## src/rtl/serial_adder_ctrl.sv

```systemverilog
// Wide add/subtract sequencer: one WIDTH-bit ripple adder reused over CHUNKS cycles,
// least-significant chunk first, with the inter-chunk carry held in a flop.

module ripple_carry_adder #(
  parameter int unsigned WIDTH = 4
) (
  input  logic [WIDTH-1:0] a,
  input  logic [WIDTH-1:0] b,
  input  logic             ci,
  output logic [WIDTH-1:0] s,
  output logic             co
);

  logic [WIDTH:0] carry;

  assign carry[0] = ci;

  for (genvar i = 0; i < WIDTH; i++) begin : g_bit
    assign s[i]       = a[i] ^ b[i] ^ carry[i];
    assign carry[i+1] = (a[i] & b[i]) | (carry[i] & (a[i] ^ b[i]));
  end

  assign co = carry[WIDTH];

endmodule

module serial_adder_ctrl #(
  parameter int unsigned WIDTH  = 4,
  parameter int unsigned CHUNKS = 8
) (
  input  logic                      clk,
  input  logic                      rst,
  input  logic                      start,
  input  logic                      sub,
  input  logic [WIDTH*CHUNKS-1:0]   a,
  input  logic [WIDTH*CHUNKS-1:0]   b,
  output logic                      busy,
  output logic                      done,
  output logic [WIDTH*CHUNKS-1:0]   result,
  output logic                      carry_out
);

  localparam int unsigned N    = WIDTH * CHUNKS;
  localparam int unsigned CntW = $clog2(CHUNKS);

  typedef enum logic [1:0] {StIdle, StRun, StDone} state_e;

  state_e            state_q, state_d;
  logic [N-1:0]      a_sr_q, a_sr_d;
  logic [N-1:0]      b_sr_q, b_sr_d;
  logic [N-1:0]      result_q, result_d;
  logic              sub_q, sub_d;
  logic              carry_q, carry_d;
  logic              carry_out_q, carry_out_d;
  logic [CntW-1:0]   cnt_q, cnt_d;

  logic [WIDTH-1:0]  add_b;
  logic [WIDTH-1:0]  add_s;
  logic              add_co;
  logic              last_chunk;

  // Subtraction feeds ~b; the +1 comes from the carry flop being preset to sub.
  assign add_b      = b_sr_q[WIDTH-1:0] ^ {WIDTH{sub_q}};
  assign last_chunk = (cnt_q == CntW'(CHUNKS - 1));

  ripple_carry_adder #(
    .WIDTH (WIDTH)
  ) u_adder (
    .a  (a_sr_q[WIDTH-1:0]),
    .b  (add_b),
    .ci (carry_q),
    .s  (add_s),
    .co (add_co)
  );

  always_ff @(posedge clk or posedge rst) begin
    if (rst) begin
      state_q     <= StIdle;
      a_sr_q      <= '0;
      b_sr_q      <= '0;
      result_q    <= '0;
      sub_q       <= 1'b0;
      carry_q     <= 1'b0;
      carry_out_q <= 1'b0;
      cnt_q       <= '0;
    end else begin
      state_q     <= state_d;
      a_sr_q      <= a_sr_d;
      b_sr_q      <= b_sr_d;
      result_q    <= result_d;
      sub_q       <= sub_d;
      carry_q     <= carry_d;
      carry_out_q <= carry_out_d;
      cnt_q       <= cnt_d;
    end
  end

  always_comb begin
    state_d     = state_q;
    a_sr_d      = a_sr_q;
    b_sr_d      = b_sr_q;
    result_d    = result_q;
    sub_d       = sub_q;
    carry_d     = carry_q;
    carry_out_d = carry_out_q;
    cnt_d       = cnt_q;
    case (state_q)
      StIdle: begin
        if (start) begin
          a_sr_d  = a;
          b_sr_d  = b;
          sub_d   = sub;
          carry_d = sub;
          cnt_d   = '0;
          state_d = StRun;
        end
      end
      StRun: begin
        result_d = {add_s, result_q[N-1:WIDTH]};
        a_sr_d   = {{WIDTH{1'b0}}, a_sr_q[N-1:WIDTH]};
        b_sr_d   = {{WIDTH{1'b0}}, b_sr_q[N-1:WIDTH]};
        carry_d  = add_co;
        cnt_d    = cnt_q + CntW'(1);
        if (last_chunk) begin
          carry_out_d = add_co;
          state_d     = StDone;
        end
      end
      StDone:  state_d = StIdle;
      default: state_d = StIdle;
    endcase
  end

  always_comb begin
    busy      = (state_q == StRun);
    done      = (state_q == StDone);
    result    = result_q;
    carry_out = carry_out_q;
  end

endmodule

```

## config.mk

```make
export PLATFORM = sky130hd
export DESIGN_NAME = serial_adder_ctrl
export DESIGN_NICKNAME = d
export VERILOG_FILES = /design/src/rtl/serial_adder_ctrl.sv
export SDC_FILE = /design/constraint.sdc
export NUM_CORES = 1
export LEC_CHECK = 0
export ABC_AREA = 1
export CAP_MARGIN = 20
export CORE_UTILIZATION = 52
export DETAILED_ROUTE_END_ITERATION = 7
export PLACE_DENSITY_LB_ADDON = 0.3
export SYNTH_ARGS = -nofsm -noshare
export SYNTH_HDL_FRONTEND = slang
export SYNTH_SLANG_ARGS = --single-unit
```

## constraint.sdc

```tcl
create_clock -name clk -period 4.41 [get_ports clk]
set_input_delay 0.6615 -clock clk [delete_from_list [all_inputs] [get_ports clk]]
set_output_delay 0.6615 -clock clk [all_outputs]
set_load 0.03 [all_outputs]
```

==> flow_metrics.py <==
metrics = {
    "critical_path": {
        "arrival_ns": 2.04,
        "end_kind": "output pin",
        "cp-startpoint": "state_q[0]",
        "crit_type": "reg2out",
        "required_ns": 3.75,
        "rrSetupSlack_ns": 1.73,
        "r2r-start": "state_q[1]",
        "critPathLaunchType": "flop",
        "cp_max_fo": 62,
    },
    "final_layout": {
        "fin_nets": 850,
        "final_cell_count_no_fill": 914,
        "fin_area_um2": 6490,
        "diodes": 0,
        "area_delta_synth_final_pct": 23.6,
        "drive_gt1_share_pct": 3.97,
        "nFillCells": 842,
    },
    "power": {
        "p_leak_nw": 3.53,
        "p_int_mw": 2.63,
        "max-vdd-ir-drop_uv": 332,
        "switching_share_pct": 44.1,
        "power_density_nw_per_um2": 726,
        "switchingPower_mw": 2.08,
        "seqPwrFrac_pct": 36.0,
        "p_comb_share_pct": 50.2,
        "p_clk_share_pct": 13.8,
    },
    "logic_synthesis": {
        "synth_area_per_cell_um2": 7.50,
        "synth_seq_area_share_pct": 49.5,
        "synth_top_family_by_area": "simple AND/OR/NAND/NOR gates",
        "ys_warn_count": 0,
        "synthCells": 701,
        "synth_compound_area_share_pct": 1.36,
        "synth_edf_count": 0,
        "synth_nets": 775,
        "synth_fa_ha_area_share_pct": 2.00,
        "synth_xor_area_share_pct": 0.667,
        "synth_cell_types": 20,
        "synth_area_um2": 5260,
        "synth-simple-area-share_pct": 33.3,
        "async_flop_share_pct": 100,
        "ys_seq_elements": 104,
        "synthFlopType": "dfrtp_1",
        "synthMuxAreaShare_pct": 0,
    },
    "timing": {
        "worst_pin_slew_ns": 1.01,
        "fin_crit_ns": 2.70,
        "tns_ns": 0,
        "timing.final.max_slew_violations": 0,
        "skew_ns": 0.00835,
        "hold_violations": 0,
        "period_share_pct": 61.2,
        "slew_headroom_pct": 32.5,
        "rsz0062_at_grt": "false",
        "finalSetupViolCount": 0,
        "clock.fmax_ghz": 0.370,
    },
    "clocking": {
        "cts_tree": "yes",
        "root_buffer": "clkbuf_8",
        "cts_resized": 0,
        "path_clk_slew_ns": 0.10,
        "hold_buffers": 0,
        "numCtsBuffers": 9,
        "htree_levels": 3,
        "cts_buffer_depth": 2,
        "cts.sinks": 104,
        "postCtsSetupRepairBufs": 0,
        "clock_latency_ns": 0.38,
    },
    "hold_path": {
        "holdCritStartpoint": "cnt_q[0]",
        "hold_class": "reg2reg",
    },
    "drt": {
        "route.vias.total": 4602,
        "top_layer": "met4",
        "met3_length_um": 644,
        "first_iter_violations": 315,
        "routedWlPerCell_um": 12.5,
        "routed-wl-met2_mm": 5.61,
        "dr.pass1.iters": 5,
        "wl_mm": 11.5,
        "wl_met1_mm": 5.07,
        "antenna_left": 0,
        "drc": 0,
        "vias_per_cell": 5.04,
    },
    "placed_design": {
        "gp_congestion": 0.801,
        "placed_cells": 898,
        "placed_area_um2": 6280,
        "portBuffers": 102,
        "dp_hpwl_mm": 7.42,
    },
    "global_routing": {
        "antenna_found_initial": 0,
        "groute.usage.overall_pct": 23.6,
        "grt_max_degree": 112,
        "grt_pass1_wl_mm": 19.4,
        "grt_pass1_vias": 4323,
        "overflow": 0,
    },
    "floorplan": {
        "pin_count": 103,
        "dieArea_um2": 10500,
        "die_y_um": 103,
        "dieWidth_um": 103,
        "core_um2": 9770,
        "initial_core_util_pct": 53.8,
        "rows": 36,
    },
    "job": {
        "drv_cap": 0,
    },
    "outcome": {
        "status": "completed",
    },
}
==> cell usage after synthesis (3+ instances only) <==
| cell type | n | share of area, % |
|---|---|---|
| dfrtp_1 | 104 | 50 |
| buf_2 | 23 | 2.2 |
| clkbuf_1 | 18 | 1.3 |
| nand3_1 | 173 | 16 |
| inv_1 | 123 | 8.8 |
| fa_1 | 4 | 1.5 |
| nor2_1 | 3 | 0.21 |
| buf_4 | 4 | 0.57 |
| nand2_1 | 222 | 16 |
| o21ai_0 | 12 | 1.1 |
==> final timing paths <==
| path | to | cells after the start |
|---|---|---|
| min in group asynchronous | a_sr_q[31] | 2 |
| max in group asynchronous | a_sr_q[28] | 3 |
| worst max register to register | a_sr_q[27] | 6 |
| worst max-delay path | done | 3 |
| worst min-delay path | cnt_q[0] | 1 |
| worst min register to register | cnt_q[0] | 1 |
==> registers in the layout, summed over array words and instances, names as in the netlist <==
name and cells:
sub_q 1, result 32, carry_out 1, state_q 2
a_sr_q 32, carry_q 1, cnt_q 3, b_sr_q 32
==> stage by stage <==
step	total power, mW	setup WS [ns]	utilization (%)	hold WS (ns)
2_1_floorplan	3.41	1.02	-	0.450
3_3_place_gp	3.99	1.61	64.3	0.464
3_5_place_dp	4.10	1.58	64.3	0.468
4_1_cts	4.75	1.72	66.4	0.487
5_1_grt	5.13	1.55	66.4	0.524
6_report	4.71	1.71	66.4	0.484
==> routing by layer <==
| layer | global-route usage, % | up-vias |
|---|---|---|
| li1 | - | 2287 |
| met1 | 31.1 | 2165 |
| met2 | 39.2 | 138 |
| met3 | 5.02 | 12 |
| met4 | 7.47 | 0 |
| met5 | 0 | - |
==> power groups by stage <==
stage | Combinational [mW] | Clock [mW] | Sequential, mW
floorplan | 1.51 | 0 | 1.90
global placement | 2.30 | 0 | 1.69
detailed placement | 2.39 | 0 | 1.71
CTS | 2.40 | 0.658 | 1.70
global route | 2.68 | 0.696 | 1.75
finish | 2.37 | 0.650 | 1.70
==> cells in the final DEF, fill, tap and decap left out, types with 4 or more instances in the layout <==
cell type,instances
nand3_1,173
inv_1,122
buf_4,8
o21ai_0,12
clkdlybuf4s50_1,102
dfrtp_1,103
clkbuf_8,9
fa_1,4
nand2_1,222
==> worst max-delay path: stages, from the launching register on <==
cell and delay (ns):
dfrtp_2 0.37, buf_4 0.53, nor2_1 0.12, clkdlybuf4s50_1 0.62
==> kinds of logic (layout without fill, tap and decap cells) <==
| family | Yosys count | count (layout) |
|---|---|---|
| simple gates | 403 | 403 |
| flops | 104 | 104 |
| fa+ha+maj | 6 | 6 |
| compound gates | 14 | 14 |
| xor+xnor | 4 | 4 |
| buf+inv | 170 | 250 |
==> area by class of cell <==
cell class / instances / area [µm²] / share of cell area [%]
inverters: 124 / 468 / 7.21
repair buffers: 110 / 1080 / 16.6
flip-flops and latches: 104 / 2600 / 40.1
well taps: 133 / 166 / 2.56
multi-input cells: 427 / 1960 / 30.2
clock buffers: 10 / 128 / 1.97
clock inverters: 6 / 83.8 / 1.29
No activity file was read; power rests on OpenSTA's default activity.
